[config.mk]
export PLATFORM = sky130hd
export DESIGN_NAME = stream_pattern_counter_flat
export DESIGN_NICKNAME = d
export VERILOG_FILES = /design/src/rtl/stream_pattern_counter_pkg.sv /design/src/rtl/stream_pattern_counter_if.sv /design/src/rtl/stream_pattern_counter_scan.sv /design/src/rtl/stream_pattern_counter.sv /design/src/flat_wrapper.sv
export SDC_FILE = /design/constraint.sdc
export NUM_CORES = 1
export LEC_CHECK = 0
export CORE_MARGIN = 3
export CORE_UTILIZATION = 61
export DETAILED_ROUTE_END_ITERATION = 6
export PLACE_DENSITY = 0.83
export SETUP_SLACK_MARGIN = 0.05
export SYNTH_ARGS = -nofsm -noshare
export SYNTH_HDL_FRONTEND = slang
export SYNTH_SLANG_ARGS = --single-unit
[constraint.sdc]
create_clock -name clk -period 28.4 [get_ports clk]
set_clock_uncertainty 0.05 [all_clocks]
set_input_delay 4.26 -clock clk [delete_from_list [all_inputs] [get_ports clk]]
set_output_delay 4.26 -clock clk [all_outputs]
set_load 0.02 [all_outputs]
[src/rtl/stream_pattern_counter_pkg.sv]
// Shared definitions for the streaming pattern counter.
// Provides width helpers for per-word match counts and skip counters,
// and the scan mode encoding used by the scanner and the top level.
package spc_pkg;

    typedef enum logic {
        MODE_NONOVL = 1'b0,
        MODE_OVL    = 1'b1
    } scan_mode_e;

    // Width needed to hold a per-word count of 0..data_w matches.
    function automatic int calc_wc_w(input int data_w);
        return $clog2(data_w + 1);
    endfunction

    // Width of the pending-skip counter (0..pat_w-1); at least one bit.
    function automatic int calc_sk_w(input int pat_w);
        return (pat_w > 1) ? $clog2(pat_w) : 1;
    endfunction

    // Carry register width; a 1-bit pattern needs no carry but keeps one dummy bit.
    function automatic int calc_carry_w(input int pat_w);
        return (pat_w > 1) ? pat_w - 1 : 1;
    endfunction

endpackage

[src/rtl/stream_pattern_counter_if.sv]
// Stream bundle for the pattern counter.
//  in_valid/in_ready/in_data/in_last : input word stream, framed by in_last
//  out_valid/out_ready               : frame result handshake
//  frame_count/frame_sat             : frame result payload
// master = source/sink side, slave = counter side.
interface stream_pattern_counter_if #(
    parameter int DATA_W = 32,
    parameter int CNT_W  = 32
);
    logic              in_valid;
    logic              in_ready;
    logic [DATA_W-1:0] in_data;
    logic              in_last;
    logic              out_valid;
    logic              out_ready;
    logic [CNT_W-1:0]  frame_count;
    logic              frame_sat;

    modport master (
        output in_valid, in_data, in_last, out_ready,
        input  in_ready, out_valid, frame_count, frame_sat
    );

    modport slave (
        input  in_valid, in_data, in_last, out_ready,
        output in_ready, out_valid, frame_count, frame_sat
    );
endinterface

[src/rtl/stream_pattern_counter_scan.sv]
// pattern_word_scan: combinational match counter for one stream word.
//  word       : current word, bit 0 earliest in time
//  carry      : last PAT_W-1 bits of the previous word of the frame
//  skip_in    : start positions still to be skipped after an earlier match
//  first      : word is the first of its frame (no carry windows)
//  pattern    : pattern[k] matches stream bit pos+k
//  mode       : overlapping / non-overlapping
//  word_count : matches starting in this word's window positions
//  skip_out   : skip still pending after the last position of the word
module pattern_word_scan
    import spc_pkg::*;
#(
    parameter int DATA_W  = 32,
    parameter int PAT_W   = 3,
    parameter int WC_W    = calc_wc_w(DATA_W),
    parameter int SK_W    = calc_sk_w(PAT_W),
    parameter int CARRY_W = calc_carry_w(PAT_W)
) (
    input  logic [DATA_W-1:0]  word,
    input  logic [CARRY_W-1:0] carry,
    input  logic [SK_W-1:0]    skip_in,
    input  logic               first,
    input  logic [PAT_W-1:0]   pattern,
    input  scan_mode_e         mode,
    output logic [WC_W-1:0]    word_count,
    output logic [SK_W-1:0]    skip_out
);
    // With PAT_W=1 the single carry bit is an unused dummy, so windows start one bit higher.
    localparam int OFF = CARRY_W - (PAT_W - 1);

    logic [DATA_W+CARRY_W-1:0] ext;
    logic [WC_W-1:0]           cnt;
    logic [SK_W-1:0]           sk;

    assign ext = {word, carry};

    // Position j is the window ending at word bit j+PAT_W-1-(PAT_W-1); the first
    // PAT_W-1 positions reach into the carry and are invalid on a frame's first word.
    always_comb begin
        cnt = '0;
        sk  = skip_in;
        for (int j = 0; j < DATA_W; j++) begin
            if (!first || (j >= PAT_W - 1)) begin
                if (sk != '0) begin
                    sk = sk - SK_W'(1);
                end else if (ext[j+OFF +: PAT_W] == pattern) begin
                    cnt = cnt + WC_W'(1);
                    if (mode == MODE_NONOVL) begin
                        sk = SK_W'(PAT_W - 1);
                    end
                end
            end
        end
        word_count = cnt;
        skip_out   = sk;
    end
endmodule

[src/rtl/stream_pattern_counter.sv]
// stream_pattern_counter: counts PAT_W-bit pattern matches across each frame
// of a valid/ready word stream, including matches spanning word boundaries.
//  clk, rst_n : clock, asynchronous active-low reset
//  clear      : synchronous abort of frame state and pending result
//  mode_ovl   : 1 = overlapping matches (latched at frame start)
//  pattern    : match pattern (latched at frame start)
//  bus        : input stream and result handshake (slave side)
module stream_pattern_counter
    import spc_pkg::*;
#(
    parameter int DATA_W = 32,
    parameter int PAT_W  = 3,
    parameter int CNT_W  = 32
) (
    input  logic                     clk,
    input  logic                     rst_n,
    input  logic                     clear,
    input  logic                     mode_ovl,
    input  logic [PAT_W-1:0]         pattern,
    stream_pattern_counter_if.slave  bus
);
    localparam int WC_W    = calc_wc_w(DATA_W);
    localparam int SK_W    = calc_sk_w(PAT_W);
    localparam int CARRY_W = calc_carry_w(PAT_W);
    // Wide enough that accum + word_count never wraps, whichever operand is wider.
    localparam int SUM_W   = ((CNT_W > WC_W) ? CNT_W : WC_W) + 1;
    localparam logic [CNT_W-1:0] CNT_MAX = {CNT_W{1'b1}};

    typedef struct packed {
        logic             ovf;
        logic [CNT_W-1:0] val;
    } sat_sum_t;

    logic [PAT_W-1:0]   pat_q;
    scan_mode_e         mode_q;
    logic               in_frame;
    logic [CARRY_W-1:0] carry_q;
    logic [SK_W-1:0]    skip_q;
    logic [CNT_W-1:0]   accum_q;
    logic               sat_q;
    logic               out_valid_q;
    logic [CNT_W-1:0]   count_q;
    logic               frame_sat_q;

    logic               accept;
    logic [PAT_W-1:0]   pat_eff;
    scan_mode_e         mode_eff;
    logic [SK_W-1:0]    skip_eff;
    logic [WC_W-1:0]    word_count;
    logic [SK_W-1:0]    skip_next;
    logic [SUM_W-1:0]   sum;
    sat_sum_t           acc_next;
    logic               sat_next;

    assign bus.in_ready    = !out_valid_q || bus.out_ready;
    assign bus.out_valid   = out_valid_q;
    assign bus.frame_count = count_q;
    assign bus.frame_sat   = frame_sat_q;

    assign accept   = bus.in_valid && bus.in_ready && !clear;
    // The first beat of a frame scans with the live settings, which are latched for the rest.
    assign pat_eff  = in_frame ? pat_q  : pattern;
    assign mode_eff = in_frame ? mode_q : scan_mode_e'(mode_ovl);
    assign skip_eff = in_frame ? skip_q : '0;

    pattern_word_scan #(
        .DATA_W  (DATA_W),
        .PAT_W   (PAT_W),
        .WC_W    (WC_W),
        .SK_W    (SK_W),
        .CARRY_W (CARRY_W)
    ) u_scan (
        .word       (bus.in_data),
        .carry      (carry_q),
        .skip_in    (skip_eff),
        .first      (!in_frame),
        .pattern    (pat_eff),
        .mode       (mode_eff),
        .word_count (word_count),
        .skip_out   (skip_next)
    );

    always_comb begin
        sum = SUM_W'(accum_q) + SUM_W'(word_count);
        if (sum > SUM_W'(CNT_MAX)) begin
            acc_next.ovf = 1'b1;
            acc_next.val = CNT_MAX;
        end else begin
            acc_next.ovf = 1'b0;
            acc_next.val = sum[CNT_W-1:0];
        end
        sat_next = sat_q || acc_next.ovf;
    end

    always_ff @(posedge clk or negedge rst_n) begin
        if (!rst_n) begin
            pat_q       <= '0;
            mode_q      <= MODE_NONOVL;
            in_frame    <= 1'b0;
            carry_q     <= '0;
            skip_q      <= '0;
            accum_q     <= '0;
            sat_q       <= 1'b0;
            out_valid_q <= 1'b0;
            count_q     <= '0;
            frame_sat_q <= 1'b0;
        end else if (clear) begin
            in_frame    <= 1'b0;
            carry_q     <= '0;
            skip_q      <= '0;
            accum_q     <= '0;
            sat_q       <= 1'b0;
            out_valid_q <= 1'b0;
            count_q     <= '0;
            frame_sat_q <= 1'b0;
        end else begin
            if (out_valid_q && bus.out_ready) begin
                out_valid_q <= 1'b0;
            end
            if (accept) begin
                if (!in_frame) begin
                    pat_q  <= pattern;
                    mode_q <= scan_mode_e'(mode_ovl);
                end
                if (bus.in_last) begin
                    out_valid_q <= 1'b1;
                    count_q     <= acc_next.val;
                    frame_sat_q <= sat_next;
                    in_frame    <= 1'b0;
                    carry_q     <= '0;
                    skip_q      <= '0;
                    accum_q     <= '0;
                    sat_q       <= 1'b0;
                end else begin
                    in_frame    <= 1'b1;
                    carry_q     <= bus.in_data[DATA_W-1 -: CARRY_W];
                    skip_q      <= skip_next;
                    accum_q     <= acc_next.val;
                    sat_q       <= sat_next;
                end
            end
        end
    end
endmodule
[src/flat_wrapper.sv]
// flat-port wrapper written by rule: the top's interface ports become plain ports
module stream_pattern_counter_flat import spc_pkg::*;
#(
    parameter int DATA_W = 32,
    parameter int PAT_W  = 3,
    parameter int CNT_W  = 32
)
  (clk, rst_n, clear, mode_ovl, pattern, bus_in_valid, bus_in_data, bus_in_last, bus_out_ready, bus_in_ready, bus_out_valid, bus_frame_count, bus_frame_sat);
  stream_pattern_counter_if #(.DATA_W(DATA_W), .CNT_W(CNT_W)) bus_i ();
  input  logic clk;
  input  logic rst_n;
  input  logic clear;
  input  logic mode_ovl;
  input  logic [PAT_W-1:0] pattern;
  input wire logic [$bits(bus_i.in_valid)-1:0] bus_in_valid;
  input wire logic [$bits(bus_i.in_data)-1:0] bus_in_data;
  input wire logic [$bits(bus_i.in_last)-1:0] bus_in_last;
  input wire logic [$bits(bus_i.out_ready)-1:0] bus_out_ready;
  output wire logic [$bits(bus_i.in_ready)-1:0] bus_in_ready;
  output wire logic [$bits(bus_i.out_valid)-1:0] bus_out_valid;
  output wire logic [$bits(bus_i.frame_count)-1:0] bus_frame_count;
  output wire logic [$bits(bus_i.frame_sat)-1:0] bus_frame_sat;
  assign bus_i.in_valid = bus_in_valid;
  assign bus_i.in_data = bus_in_data;
  assign bus_i.in_last = bus_in_last;
  assign bus_i.out_ready = bus_out_ready;
  assign bus_in_ready = bus_i.in_ready;
  assign bus_out_valid = bus_i.out_valid;
  assign bus_frame_count = bus_i.frame_count;
  assign bus_frame_sat = bus_i.frame_sat;
  stream_pattern_counter #(.DATA_W(DATA_W), .PAT_W(PAT_W), .CNT_W(CNT_W)) u_core (.clk(clk), .rst_n(rst_n), .clear(clear), .mode_ovl(mode_ovl), .pattern(pattern), .bus(bus_i));
endmodule
After elaboration in Yosys (flattened, before gate mapping)
Cells that the tools add are included.
{"block": "classes", "n_mux": 193, "n_bitwise": 1, "eq_ne": 32, "n_reduce_logical": 43, "order_cmp": 1, "add_sub_neg": 64}
{"cell": "2-to-1 mux 6 bit", "count": 64}
{"cell": "2-to-1 mux 2 bit", "count": 105}
{"cell": "2-to-1 mux 32 bit", "count": 6}
{"cell": "adder 6 x 1 -> 6 bit (second input constant)", "count": 31}
{"cell": "equality test 3 bit", "count": 32}
{"cell": "nonzero test 2 bit", "count": 34}
{"cell": "subtractor 2 x 1 -> 2 bit (second input constant)", "count": 32}
{"cell": "adder 32 x 6 -> 33 bit", "count": 1}
{"cell": "greater-than comparator 33 x 32 -> 1 bit (second input constant)", "count": 1}
{"cell": "2-to-1 mux 33 bit", "count": 1}
{"cell": "2-to-1 mux 1 bit", "count": 16}
{"cell": "AND reduction 2 bit", "count": 2}
{"cell": "logical AND 1 bit", "count": 3}
{"cell": "2-to-1 mux 3 bit", "count": 1}
{"cell": "zero test 1 bit", "count": 2}
{"cell": "logical OR 1 bit", "count": 2}
{"cell": "NOT 1 bit", "count": 1}
{"block": "totals", "output_inout_bits": 35, "word_cells": 344, "reg_bits": 76}

Depth between registers and ports, before layout
{"block": "depth", "depth_word": 106, "mapped_depth": 114, "mapped_depth_nobuf": 110}

By module
From an unflattened synthesis, not the netlist that was laid out.
{"block": "unflattened", "cells_unflattened": 1524, "hier_area_um2": 11907.7}
{"module": "pattern_word_scan", "n_inst": 1, "area_per_inst_um2": 7589.8, "seq_area_each_um2": 0.0, "cells_per_inst": 1044}
{"module": "stream_pattern_counter", "n_inst": 1, "area_per_inst_um2": 4317.9, "seq_area_each_um2": 1901.8, "cells_per_inst": 480}

Worst setup path after synthesis
No wires, ideal clock.
{"block": "synth_path", "path_kind": "input to register", "startpoint": "input pattern[0]", "endpoint": "register u_core.count_q[28] (netlist: u_core.bus.frame_count[28])", "t_arrival_ns": 25.348, "path_slack_ns": 2.919, "required_ns": 28.266, "setup_time_ns": 0.084, "stages": 113, "path_cell_list": "mux2i_4 buf_2 xnor2_1 nor3_1 ha_1 nor2_1 nor2_1 ha_1 and4_1 or2_2 ha_1 nand3_1 nand2_1 ha_1 a211oi_1 a31oi_1 ha_1 and3_1 [... 77 more ...] inv_1 fa_1 nor2b_1 o21ai_0 nand2b_1 a31oi_1 nor2b_1 and2_1 and3_1 clkbuf_1 and3_1 clkbuf_1 and2_1 nand4_1 nor2_1 xor2_1 nor2_1 o21ai_0"}
{"block": "synth_between", "elab_chain_cells": 105, "word_cells_on_any_way": 291, "classes_between": "add/sub (62); order compare (1); eq/ne (32); mux (165); reduce/logical (31)"}
{"item": "start, declared", "line": "flat_wrapper.sv:14", "text": "input logic [PAT_W-1:0] pattern;"}
{"item": "2-to-1 mux 3 bit (*)"}
{"item": "equality test 3 bit", "line": "stream_pattern_counter_scan.sv:46", "text": "end else if (ext[j+OFF +: PAT_W] == pattern) begin"}
{"item": "2-to-1 mux 1 bit", "line": "stream_pattern_counter_scan.sv:46"}
{"item": "2-to-1 mux 1 bit", "line": "stream_pattern_counter_scan.sv:44", "text": "if (sk != '0) begin"}
{"item": "2-to-1 mux 6 bit", "line": "stream_pattern_counter_scan.sv:43", "text": "if (!first || (j >= PAT_W - 1)) begin"}
{"item": "adder 6 x 1 -> 6 bit", "line": "stream_pattern_counter_scan.sv:47", "text": "cnt = cnt + WC_W'(1);"}
{"item": "2-to-1 mux 6 bit", "line": "stream_pattern_counter_scan.sv:46"}
{"item": "2-to-1 mux 6 bit", "line": "stream_pattern_counter_scan.sv:44"}
{"item": "[... 89 more ...]"}
{"item": "2-to-1 mux 6 bit", "line": "stream_pattern_counter_scan.sv:46"}
{"item": "2-to-1 mux 6 bit (*)", "line": "stream_pattern_counter_scan.sv:44"}
{"item": "adder 32 x 6 -> 33 bit (*)", "line": "stream_pattern_counter.sv:84", "text": "sum = SUM_W'(accum_q) + SUM_W'(word_count);"}
{"item": "greater-than comparator 33 x 32 -> 1 bit", "line": "stream_pattern_counter.sv:85", "text": "if (sum > SUM_W'(CNT_MAX)) begin"}
{"item": "2-to-1 mux 33 bit (*)", "line": "stream_pattern_counter.sv:85"}
{"item": "2-to-1 mux 32 bit (*)", "line": "stream_pattern_counter.sv:125", "text": "if (bus.in_last) begin"}
{"item": "2-to-1 mux 32 bit (*)", "line": "stream_pattern_counter.sv:120", "text": "if (accept) begin"}
{"item": "2-to-1 mux 32 bit (*)", "line": "stream_pattern_counter.sv:107", "text": "end else if (clear) begin"}
{"item": "end signal, assigned", "line": "stream_pattern_counter.sv:127", "text": "count_q <= acc_next.val;"}
{"item": "end, declared", "line": "stream_pattern_counter.sv:42", "text": "logic [CNT_W-1:0] count_q;"}
Mark *: on every way between the ends. The rest lies on a longest branch, timed or not. The select of a mux whose other input is x is not followed.
A chain may end at the register's enable or synchronous reset.

Worst setup path in the final report
{"block": "layout_path", "startpoint": "input pattern[0]", "endpoint": "register u_core.accum_q[24]"}
{"block": "layout_between", "elab_chain_cells": 105, "word_cells_on_any_way": 291, "classes_between": "add/sub (62); order compare (1); eq/ne (32); mux (165); reduce/logical (31)"}
{"item": "2-to-1 mux 3 bit (*)"}
{"item": "equality test 3 bit", "line": "stream_pattern_counter_scan.sv:46"}
{"item": "2-to-1 mux 1 bit", "line": "stream_pattern_counter_scan.sv:46"}
{"item": "2-to-1 mux 1 bit", "line": "stream_pattern_counter_scan.sv:44"}
{"item": "2-to-1 mux 6 bit", "line": "stream_pattern_counter_scan.sv:43"}
{"item": "adder 6 x 1 -> 6 bit", "line": "stream_pattern_counter_scan.sv:47"}
{"item": "2-to-1 mux 6 bit", "line": "stream_pattern_counter_scan.sv:46"}
{"item": "2-to-1 mux 6 bit", "line": "stream_pattern_counter_scan.sv:44"}
{"item": "[... 89 more ...]"}
{"item": "2-to-1 mux 6 bit", "line": "stream_pattern_counter_scan.sv:46"}
{"item": "2-to-1 mux 6 bit (*)", "line": "stream_pattern_counter_scan.sv:44"}
{"item": "adder 32 x 6 -> 33 bit (*)", "line": "stream_pattern_counter.sv:84"}
{"item": "greater-than comparator 33 x 32 -> 1 bit", "line": "stream_pattern_counter.sv:85"}
{"item": "2-to-1 mux 33 bit (*)", "line": "stream_pattern_counter.sv:85"}
{"item": "2-to-1 mux 32 bit (*)", "line": "stream_pattern_counter.sv:125"}
{"item": "2-to-1 mux 32 bit (*)", "line": "stream_pattern_counter.sv:120"}
{"item": "2-to-1 mux 32 bit (*)", "line": "stream_pattern_counter.sv:107"}
{"item": "end signal, assigned", "line": "stream_pattern_counter.sv:138", "text": "accum_q <= acc_next.val;"}
{"item": "end, declared", "line": "stream_pattern_counter.sv:39", "text": "logic [CNT_W-1:0] accum_q;"}
Marked as above.

==> results.md <==
* Pins Over Slew Limit at 0
* Tightest Pin Transition at 975 ps
* Async SR Flop Fraction at 100%
* Most frequent cell after synthesis: xnor2_1
* Int Power at between 0.6 and 0.7 mW
* Net Sw Frac at approximately half
* Post-synth net total at ~1400
* Die X at approximately 130 um
* Synth Area in XOR/XNOR at 23.6%
* Yosys cell types at 95
* Post-layout min period at 26990 ps
* Compound-Gate Fraction of Synth Area at roughly a quarter
* Vias in the first global route at ~9000
* CTS tree: built
* Pin count of the biggest net entering global routing at 77
* Worst Hold Depth at 2
* Mux cell area share after synthesis at under 10%
* Layout area overhead at 13.2%
* WP data required at between 20000 and 30000 ps
* R2R cell count at roughly 110
* Placed inst area at roughly 11000 sq um
* Inserted Clock Buffers at 9
* DRC errors left at 0
* Top FF cell, synth: dfrtp_1
* Finish-stage setup viols at 0
* Mapped Area at just over 10000 sq um
* Die Ht at roughly 130 um
* Vias at a little under 10000
* Peak VDD IR at ~78 uV
* Largest area contributor in the synthesized netlist: dfrtp_1
* Final wirelength at about 27000 um
* Placeable Area at between 15000 and 20000 sq um
* Post-route ant nets at 0
* Hold Path End: u_core.bus.frame_count[30]$_DFFE_PN0P_
* Critical R2R Launch: u_core.in_frame$_DFFE_PN0P_
* Routed len/inst at between 15 and 20 um
* Detailed placement HPWL at between 15000 and 20000 um
* H-Tree Level Count at 3
* Status: completed
* Final Hold Viols at 0
* Yosys reg bits at between 70 and 80
* Layout cells sized above 1 at 8.18%
* Worst Setup SP: pattern[0]
* Detailed Route Iter0 Violations at roughly 770
* Design Area, Final at around 11000 sq um
* CP max-delay cell: clkdlybuf4s50_1
* Synth top cells by count: 157 x xnor2_1, 137 x nand2_1, 94 x o21ai_0
* Avg Cell Area, Syn at between 7 and 8 sq um
* Crit Path Class: in -> reg
* CTS root buf: clkbuf_16
* Mean number of vias per cell at between 6 and 7
* Crit-path most repeated cell: ha_1
* Combinational fraction of design power at slightly above 80%
* Worst Path Arrival at 27160 ps
* Relative slew slack at 34.6%
* Hold_sp: u_core.bus.frame_count[30]$_DFFE_PN0P_
* Layout Nets at 1408
* CP max stage delay at between 400 and 500 ps
* LEAKAGE at approximately 4.6 nW
* Pwr dens at ~100 nW/um^2
* First-pass GRT wire length at approximately 44000 um
* Worst R2R End: u_core.accum_q[24]$_DFFE_PN0P_
* Grt ovf at 0
* CP Capture Type: register
* Hold Crit Class: reg -> reg
* Die ar. at about 18000 sq um
* Clock power frac at 9.5%
* Synth area leaders: dfrtp_1 19%, xnor2_1 14%, nand2_1 5.1%
* Clock Latency Late Sink at 340 ps
* Simple-gate share of the synthesized area at ~22%
* Post-synth EDFFs at 0
* Deepest clock path buffer count at 2
* IO Pins at 77
* Number of I/O port buffers at between 70 and 80
* Max Cap Viol at 0
* Final Worst Setup Slack at around 1400 ps
* Post-synthesis cell count at approximately 1300
* Crit Path Max Fanout at 13
* Max Fclk at roughly 37 MHz
* Final Cycle Share at a little over nine tenths
* Post-Synth Adder-Cell Area at roughly 5%
* Startpoint types: primary input
* GRT Util Overall at 29.0%
* Share of power burned in registers at a little under 10%
* Clk sinks at 76
* Register area share after synthesis at a little under a fifth
* Gpl congestion at just under 1
* Antenna cell count at 0
* Clock slew at reported path FFs at approximately 60 ps
* Yosys warns at 0
* 1st-pass router iterations at 5
* Row cnt at 46
* Initial core utilization at a little over three fifths
* Initial antenna violation count at 0
* Synth top area share at approximately a fifth
* Reg2reg setup slack at between 4000 and 5000 ps
* Dpl ws at a little under 500 ps
* Combinational family with the most area after synthesis: XOR/XNOR gates
* P_sw at about 0.6 mW
registers in the layout, indices dropped and copies added (netlist names):
signal / cells
u_core.accum_q: 32
u_core.bus.frame_count: 32
u_core.bus.frame_sat: 1
u_core.bus.out_valid: 1
u_core.carry_q: 2
u_core.in_frame: 1
u_core.mode_q: 1
u_core.pat_q: 3
u_core.sat_q: 1
u_core.skip_q: 2
layer usage:
metal / part of all wire (%) / track usage [%]
met2: 47 / 46.8
met4: 2.0 / 7.00
met5: 0 / 0
met1: 45 / 41.6
met3: 6.4 / 3.50
cell families after synthesis:
| kind of cell | Yosys count |
|---|---|
| simple gates | 452 |
| compound gates | 354 |
| xor+xnor | 234 |
| buf+inv | 88 |
| flops | 76 |
| fa+ha+maj | 39 |
| mux | 34 |
cells in the final DEF, fill, tap and decap left out, types with 11 or more instances in the layout:
master and n:
dfrtp_1 76, a21oi_1 73, a22o_1 27, nand2_1 137
and3_1 20, o21a_1 12, a21o_1 16, nand3_1 31
ha_1 38, o211ai_1 11, nor2b_1 11, nor3_1 42
and2_1 17, or3_1 17, o21ai_0 93, mux2i_1 18
xor2_1 50, nor2_1 89, inv_1 37, nor4_1 12
nand4_1 15, clkdlybuf4s50_1 75, xnor2_1 155, buf_4 13
layout make-up:
cell class                      instances  area (sq um)
Inverter                               37           139
Clock inverter                          4          48.8
Clock buffer                           12           246
Sequential cell                        76          1900
Multi-Input combinational cell       1113          8000
Fill cell                            1277          4580
Timing Repair Buffer                   90           875
Tap cell                              216           270
how the worst max path moves through the flow:
stage / endpoint / cells past startpoint
after floorplan: u_core.bus.frame_count[28]$_DFFE_PN0P_ / 113
after global placement: u_core.bus.frame_count[5]$_DFFE_PN0P_ / 108
after detailed placement: u_core.accum_q[9]$_DFFE_PN0P_ / 108
after CTS: u_core.accum_q[9]$_DFFE_PN0P_ / 108
after global routing: u_core.bus.frame_count[24]$_DFFE_PN0P_ / 112
final: u_core.accum_q[24]$_DFFE_PN0P_ / 111
power by group through the flow:
| stage | Clock, mW | Sequential, mW | Combinational (mW) |
|---|---|---|---|
| floorplan | 0 | 0.120 | 0.763 |
| global placement | 0 | 0.120 | 0.892 |
| detailed placement | 0 | 0.120 | 0.918 |
| CTS | 0.115 | 0.119 | 0.934 |
| global route | 0.120 | 0.119 | 1.08 |
| finish | 0.114 | 0.119 | 0.970 |
per-stage QoR:
step	std cells	total power, mW	TNS [ps]	util, %	hold WS [ps]
2_1_floorplan	1277	0.884	0	-	406
3_3_place_gp	1530	1.01	0	68.9	398
3_5_place_dp	1530	1.04	0	68.9	407
4_1_cts	1546	1.17	0	70.8	419
5_1_grt	1548	1.32	-222	71.5	438
6_report	1548	1.20	0	71.5	416
repair_timing:
action / in CTS / in global routing
gates resized for setup: 0 / 24
setup buffers: 0 / 2
endpoints found under the setup margin: 0 / 66
hold endpoints to repair: 0 / 0
hold buffers: 0 / 0
critical path, delay by kind of cell:
kind	cells	cell delay, ps
AND/OR/NAND/NOR	32	4440
multiplexers	10	2550
buffers and inverters	10	1500
XOR/XNOR	1	170
AO/OA/AOI/OAI	26	3960
adder cells (fa/ha/maj)	32	10240
Power figures use the tool's default switching activity.
